File: config.mk
export PLATFORM = sky130hd
export DESIGN_NAME = rv32_instr_queue_flat
export DESIGN_NICKNAME = d
export VERILOG_FILES = /design/src/rtl/rv32_instr_queue_if.sv /design/src/rtl/rv32_instr_queue.sv /design/src/flat_wrapper.sv
export SDC_FILE = /design/constraint.sdc
export NUM_CORES = 1
export LEC_CHECK = 0
export CORE_MARGIN = 2
export CORE_UTILIZATION = 40
export DETAILED_ROUTE_END_ITERATION = 8
export DONT_BUFFER_PORTS = 1
export SYNTH_ARGS = -nofsm -noshare
export SYNTH_HDL_FRONTEND = slang
export SYNTH_SLANG_ARGS = --single-unit
File: constraint.sdc
create_clock -name clk -period 8.55 [get_ports clk]
set_input_delay 2.1375 -clock clk [delete_from_list [all_inputs] [get_ports clk]]
set_output_delay 2.1375 -clock clk [all_outputs]
set_load 0.01 [all_outputs]
File: src/rtl/rv32_instr_queue_if.sv
// Fetch-to-decode slot interface for the instruction queue.
// The master side is fetch/decode (drives slot and control); the slave side is the queue.
interface rv32_instr_queue_if #(
    parameter int unsigned DEPTH = 4
) ();
    logic                     flush_in;
    logic                     stall_in;
    logic                     valid_in;
    logic                     exception_in;
    logic [3:0]               exception_cause_in;
    logic                     branch_predicted_taken_in;
    logic [31:0]              pc_in;
    logic [31:0]              instr_in;

    logic                     ready_out;
    logic                     almost_full_out;
    logic                     full_out;
    logic                     empty_out;
    logic [$clog2(DEPTH):0]   count_out;
    logic                     valid_out;
    logic                     exception_out;
    logic [3:0]               exception_cause_out;
    logic                     branch_predicted_taken_out;
    logic [31:0]              pc_out;
    logic [31:0]              instr_out;

    modport master (
        output flush_in, stall_in, valid_in, exception_in, exception_cause_in,
               branch_predicted_taken_in, pc_in, instr_in,
        input  ready_out, almost_full_out, full_out, empty_out, count_out,
               valid_out, exception_out, exception_cause_out,
               branch_predicted_taken_out, pc_out, instr_out
    );

    modport slave (
        input  flush_in, stall_in, valid_in, exception_in, exception_cause_in,
               branch_predicted_taken_in, pc_in, instr_in,
        output ready_out, almost_full_out, full_out, empty_out, count_out,
               valid_out, exception_out, exception_cause_out,
               branch_predicted_taken_out, pc_out, instr_out
    );
endinterface

File: src/rtl/rv32_instr_queue.sv
// Instruction queue between fetch and decode: circular buffer of DEPTH slots,
// strict FIFO, flush support, occupancy and almost-full throttle.
// Pointers are one bit wider than the index so full and empty differ on wrap.
module rv32_instr_queue #(
    parameter int unsigned DEPTH       = 4,
    parameter int unsigned ALMOST_FULL = DEPTH - 1
) (
    input  logic                  clk,
    input  logic                  reset,
    rv32_instr_queue_if.slave     bus
);
    localparam int unsigned AW = $clog2(DEPTH);
    localparam logic [AW:0] FULL_CNT = (AW+1)'(DEPTH);
    localparam logic [AW:0] AF_CNT   = (AW+1)'(ALMOST_FULL);

    typedef struct packed {
        logic        valid;
        logic        exception;
        logic [3:0]  cause;
        logic        bp_taken;
        logic [31:0] pc;
        logic [31:0] instr;
    } slot_t;

    slot_t       mem [DEPTH];
    slot_t       in_slot;
    slot_t       head;
    logic [AW:0] wr_ptr;
    logic [AW:0] rd_ptr;
    logic [AW:0] count;
    logic        empty;
    logic        full;
    logic        push;
    logic        pop;

    assign count = wr_ptr - rd_ptr;
    assign empty = (count == '0);
    assign full  = (count == FULL_CNT);

    // full is taken from the registered count only, so a same-cycle pop cannot open a push
    assign push = (bus.valid_in || bus.exception_in) && !full && !bus.flush_in;
    assign pop  = !empty && !bus.stall_in && !bus.flush_in;

    assign in_slot = '{
        valid:     bus.valid_in,
        exception: bus.exception_in,
        cause:     bus.exception_cause_in,
        bp_taken:  bus.branch_predicted_taken_in,
        pc:        bus.pc_in,
        instr:     bus.instr_in
    };

    // Pointer update: reset over flush over push/pop
    always_ff @(posedge clk) begin
        if (reset) begin
            wr_ptr <= '0;
            rd_ptr <= '0;
        end else if (bus.flush_in) begin
            wr_ptr <= '0;
            rd_ptr <= '0;
        end else begin
            if (push) wr_ptr <= wr_ptr + 1'b1;
            if (pop)  rd_ptr <= rd_ptr + 1'b1;
        end
    end

    // Slot storage write; contents need no reset since head outputs are gated by empty
    always_ff @(posedge clk) begin
        if (!reset && push) mem[wr_ptr[AW-1:0]] <= in_slot;
    end

    // Head slot, forced to zero when the queue is empty
    always_comb begin
        head = '0;
        if (!empty) head = mem[rd_ptr[AW-1:0]];
    end

    assign bus.ready_out                  = !full;
    assign bus.almost_full_out            = (count >= AF_CNT);
    assign bus.full_out                   = full;
    assign bus.empty_out                  = empty;
    assign bus.count_out                  = count;
    assign bus.valid_out                  = head.valid;
    assign bus.exception_out              = head.exception;
    assign bus.exception_cause_out        = head.cause;
    assign bus.branch_predicted_taken_out = head.bp_taken;
    assign bus.pc_out                     = head.pc;
    assign bus.instr_out                  = head.instr;
endmodule
File: src/flat_wrapper.sv
// flat-port wrapper written by rule: the top's interface ports become plain ports
module rv32_instr_queue_flat 
#(
    parameter int unsigned DEPTH       = 4,
    parameter int unsigned ALMOST_FULL = DEPTH - 1
)
  (clk, reset, bus_flush_in, bus_stall_in, bus_valid_in, bus_exception_in, bus_exception_cause_in, bus_branch_predicted_taken_in, bus_pc_in, bus_instr_in, bus_ready_out, bus_almost_full_out, bus_full_out, bus_empty_out, bus_count_out, bus_valid_out, bus_exception_out, bus_exception_cause_out, bus_branch_predicted_taken_out, bus_pc_out, bus_instr_out);
  rv32_instr_queue_if #(.DEPTH(DEPTH)) bus_i ();
  input  logic clk;
  input  logic reset;
  input wire logic [$bits(bus_i.flush_in)-1:0] bus_flush_in;
  input wire logic [$bits(bus_i.stall_in)-1:0] bus_stall_in;
  input wire logic [$bits(bus_i.valid_in)-1:0] bus_valid_in;
  input wire logic [$bits(bus_i.exception_in)-1:0] bus_exception_in;
  input wire logic [$bits(bus_i.exception_cause_in)-1:0] bus_exception_cause_in;
  input wire logic [$bits(bus_i.branch_predicted_taken_in)-1:0] bus_branch_predicted_taken_in;
  input wire logic [$bits(bus_i.pc_in)-1:0] bus_pc_in;
  input wire logic [$bits(bus_i.instr_in)-1:0] bus_instr_in;
  output wire logic [$bits(bus_i.ready_out)-1:0] bus_ready_out;
  output wire logic [$bits(bus_i.almost_full_out)-1:0] bus_almost_full_out;
  output wire logic [$bits(bus_i.full_out)-1:0] bus_full_out;
  output wire logic [$bits(bus_i.empty_out)-1:0] bus_empty_out;
  output wire logic [$bits(bus_i.count_out)-1:0] bus_count_out;
  output wire logic [$bits(bus_i.valid_out)-1:0] bus_valid_out;
  output wire logic [$bits(bus_i.exception_out)-1:0] bus_exception_out;
  output wire logic [$bits(bus_i.exception_cause_out)-1:0] bus_exception_cause_out;
  output wire logic [$bits(bus_i.branch_predicted_taken_out)-1:0] bus_branch_predicted_taken_out;
  output wire logic [$bits(bus_i.pc_out)-1:0] bus_pc_out;
  output wire logic [$bits(bus_i.instr_out)-1:0] bus_instr_out;
  assign bus_i.flush_in = bus_flush_in;
  assign bus_i.stall_in = bus_stall_in;
  assign bus_i.valid_in = bus_valid_in;
  assign bus_i.exception_in = bus_exception_in;
  assign bus_i.exception_cause_in = bus_exception_cause_in;
  assign bus_i.branch_predicted_taken_in = bus_branch_predicted_taken_in;
  assign bus_i.pc_in = bus_pc_in;
  assign bus_i.instr_in = bus_instr_in;
  assign bus_ready_out = bus_i.ready_out;
  assign bus_almost_full_out = bus_i.almost_full_out;
  assign bus_full_out = bus_i.full_out;
  assign bus_empty_out = bus_i.empty_out;
  assign bus_count_out = bus_i.count_out;
  assign bus_valid_out = bus_i.valid_out;
  assign bus_exception_out = bus_i.exception_out;
  assign bus_exception_cause_out = bus_i.exception_cause_out;
  assign bus_branch_predicted_taken_out = bus_i.branch_predicted_taken_out;
  assign bus_pc_out = bus_i.pc_out;
  assign bus_instr_out = bus_i.instr_out;
  rv32_instr_queue #(.DEPTH(DEPTH), .ALMOST_FULL(ALMOST_FULL)) u_core (.clk(clk), .reset(reset), .bus(bus_i));
endmodule
==> metrics <==
clock latency on the worst-skew pair=0.54 ns; net switching share of the total power=19.2%; final wirelength=20300 um; average wire length per cell after detail routing=21.9 um; worst setup slack after placement=3.35 ns; Boundary Pins=153; Worst Path Arrival=3.55 ns; total grt overflow=0; DRT antenna net count=0; register cell area after layout=0.00870 mm^2; Post-CTS Setup Repair Bufs=0; Std-Cell Core Area=0.0277 mm^2; pin count of the biggest net entering global routing=72; list of most frequent post-synthesis cells=284 x sky130_fd_sc_hd__edfxtp_1, 71 x sky130_fd_sc_hd__mux4_2, 71 x sky130_fd_sc_hd__nor2b_1; maximum fanout encountered on the critical timing path=40; footprint of the multi-input gates=0.00243 mm^2; PostCTS Resize Cnt=0; total negative slack for setup checks=0 ns; clock-pin transition on the worst setup and hold timing paths=0.06 ns; Final Core Density=45.4%; post-route non-filler standard cell count=926; FF-to-FF Start=u_core.wr_ptr[0]$_SDFFE_PP0P_; final hold slack=0.528 ns; number of antenna violations at the first check in global routing=0; Worst Skew=0.00732 ns; hold_buf cts=0; reg-to-reg endpoint=u_core.mem[2][6]$_DFFE_PP_; Num CTS Buffers=30; critical path type=register to primary output; Die Wd=172 um; startpoint of the tightest hold check path=u_core.rd_ptr[1]$_SDFFE_PP0P_; total standard cell area after synthesis=0.0112 mm^2; Placed Cells incl. Taps=873; detailed placement HPWL=11700 um; net switching power=0.550 mW; number of DRC violations after detailed-routing iteration 0=286; class of the tightest hold or removal check=register to register; Worst setup SP type=register; leakage=3.80 nW; final weighted congestion of routability-driven global placement=0.728; final antenna diode count=0; relative contribution of combinational cells to total power=2.7%; Layout area overhead=12.2%; worst slew margin relative to its limit=25.6%; DIE AREA=0.0294 mm^2; post-detailed-route DRC marker count=0; DR vias=4842; GRT Overall Usage=13.7%; max frequency=0.176 GHz; synthesized area divided by synthesized cell count=22.1 um^2; sequential share of power=55.8%; Clk network pwr share=41.4%; Final Instance Area=0.0126 mm^2; Max Root-Sink Buffers=3; outcome=finished, final reports clean; number of warnings printed during yosys synthesis=0; Netlist cell types=27; H-tree levels=1; minimum setup slack among reg-to-reg paths=5.00 ns; hold violation total from the final report=0; synthesized netlist net count=590; flops & latches, synth=292; vertical die dimension=172 um; most used standard cell by instance count after synthesis=sky130_fd_sc_hd__edfxtp_1; Clock Root Buffer=sky130_fd_sc_hd__clkbuf_16; Post-synth ARST share=0%; dominant cells by area after synthesis=sky130_fd_sc_hd__edfxtp_1 76%, sky130_fd_sc_hd__mux4_2 14%, sky130_fd_sc_hd__nor2b_1 4.0%; Cell Int Power=2.31 mW; Data required, critical path=6.41 ns; total power density per cell area=227 mW/mm^2; pins over their slew limit=0; number of rows created at floorplan=61; fraction of final layout cells with drive strength greater than 1=23.0%; RSZ-0062 raised after global routing=false; nature of the critical path endpoint=primary output; largest area contributor in the netlist=sky130_fd_sc_hd__edfxtp_1; Post-synth EDFFs=284; worst hold path stage count=2; CTS tree=built; detailed-routing iteration count for the pre-antenna-repair pass=4; Area after DPL=0.0117 mm^2; first-pass GRT wire length=30300 um; quantity of I/O buffers inserted on ports=0; logic depth of the worst register-to-register path=8; total clock sinks=292; effective utilization at floorplan=40.5%; number of filler cells placed in the layout=2330; area share of the largest cell type after synthesis=76.0%; Post-layout nets=609; flip-flop cell with the highest count after synthesis=sky130_fd_sc_hd__edfxtp_1; number of maximum-capacitance constraint violations=0; number of failing setup endpoints in the final timing report=0; Vias/cell=5.23; number of global-route vias before repair=5264; Final Cycle Share=66.6%; sequential fraction of the synthesis area=77.4%; final worst setup slack=2.86 ns; transition at the pin with the smallest max-transition slack=1.12 ns; synthesized instance count=508; Overall Power=2.86 mW; worst vdd ir=0.137 mV; final critical-path required period=5.69 ns
-- layout by cell type, fill, tap and decap left out, types with 2 or more instances in the layout --
cell type	n
sky130_fd_sc_hd__edfxtp_1	284
sky130_fd_sc_hd__inv_1	6
sky130_fd_sc_hd__clkbuf_16	31
sky130_fd_sc_hd__clkinv_1	5
sky130_fd_sc_hd__nand2_1	10
sky130_fd_sc_hd__a21o_1	2
sky130_fd_sc_hd__dfxtp_1	6
sky130_fd_sc_hd__clkinv_2	3
sky130_fd_sc_hd__or3_1	2
sky130_fd_sc_hd__nor2_1	2
sky130_fd_sc_hd__nor2b_1	71
sky130_fd_sc_hd__mux2i_1	7
sky130_fd_sc_hd__ha_1	6
sky130_fd_sc_hd__mux4_2	71
sky130_fd_sc_hd__buf_4	10
sky130_fd_sc_hd__clkbuf_1	11
sky130_fd_sc_hd__nor3b_2	3
sky130_fd_sc_hd__dfxtp_4	2
-- power groups by stage --
stage / clock network (mW) / logic (mW) / registers, mW
finish: 1.19 / 0.0784 / 1.60
global placement: 0 / 0.0798 / 1.63
global route: 1.28 / 0.0855 / 1.60
floorplan: 0 / 0.0634 / 1.63
detailed placement: 0 / 0.0808 / 1.63
CTS: 1.22 / 0.0812 / 1.60
-- metal layers --
layer	global-route usage, %	routed length (um)	vias up
met4	3.76	414	0
met1	16.3	7960	2566
li1	-	-	2090
met3	4.67	1710	44
met5	0	0	-
met2	23.7	10200	142
-- cells by family after synthesis --
| group | after synthesis | synth area share [%] |
|---|---|---|
| AND/OR/NAND/NOR | 93 | 4.98 |
| multiplexers | 78 | 14.9 |
| buffers and inverters | 29 | 1.15 |
| adder cells (fa/ha/maj) | 7 | 0.847 |
| XOR/XNOR | 2 | 0.301 |
| flip-flops | 292 | 77.4 |
| AO/OA/AOI/OAI | 7 | 0.446 |
-- how the worst max path moves through the flow --
stage          cells past startpoint                     startpoint  slack, ns                    endpoint
6_report                           7  u_core.wr_ptr[0]$_SDFFE_PP0P_       2.86              bus_pc_out[14]
5_1_grt                            7  u_core.wr_ptr[0]$_SDFFE_PP0P_       2.60              bus_pc_out[27]
4_1_cts                            7  u_core.wr_ptr[0]$_SDFFE_PP0P_       2.77              bus_pc_out[27]
3_5_place_dp                       7  u_core.wr_ptr[0]$_SDFFE_PP0P_       3.35              bus_pc_out[27]
3_3_place_gp                       7  u_core.wr_ptr[0]$_SDFFE_PP0P_       3.47           bus_instr_out[30]
2_1_floorplan                      3                   bus_flush_in       0.21  u_core.mem[1][0]$_DFFE_PP_
-- worst max-delay path: stages, from the launching register on --
cell and delay, ns:
sky130_fd_sc_hd__dfxtp_1 0.40, sky130_fd_sc_hd__inv_1 0.12, sky130_fd_sc_hd__ha_1 0.21, sky130_fd_sc_hd__fa_1 0.42
sky130_fd_sc_hd__xor3_2 0.36, sky130_fd_sc_hd__nor2_4 0.82, sky130_fd_sc_hd__buf_4 0.50, sky130_fd_sc_hd__nor2b_1 0.16
-- registers in the layout, summed over array words and instances (netlist names), named ones only --
signal and count:
u_core.wr_ptr 3, u_core.mem 284, u_core.rd_ptr 3
-- layout make-up --
type | instances | area share (%)
sequential | 292 | 69.1
clock buffer | 42 | 6.49
timing repair buffer | 10 | 0.596
multi-input combinational | 187 | 19.3
tap | 378 | 3.76
inverter | 6 | 0.179
clock inverter | 11 | 0.636
Note: power is estimated with default switching activity, not from simulation.
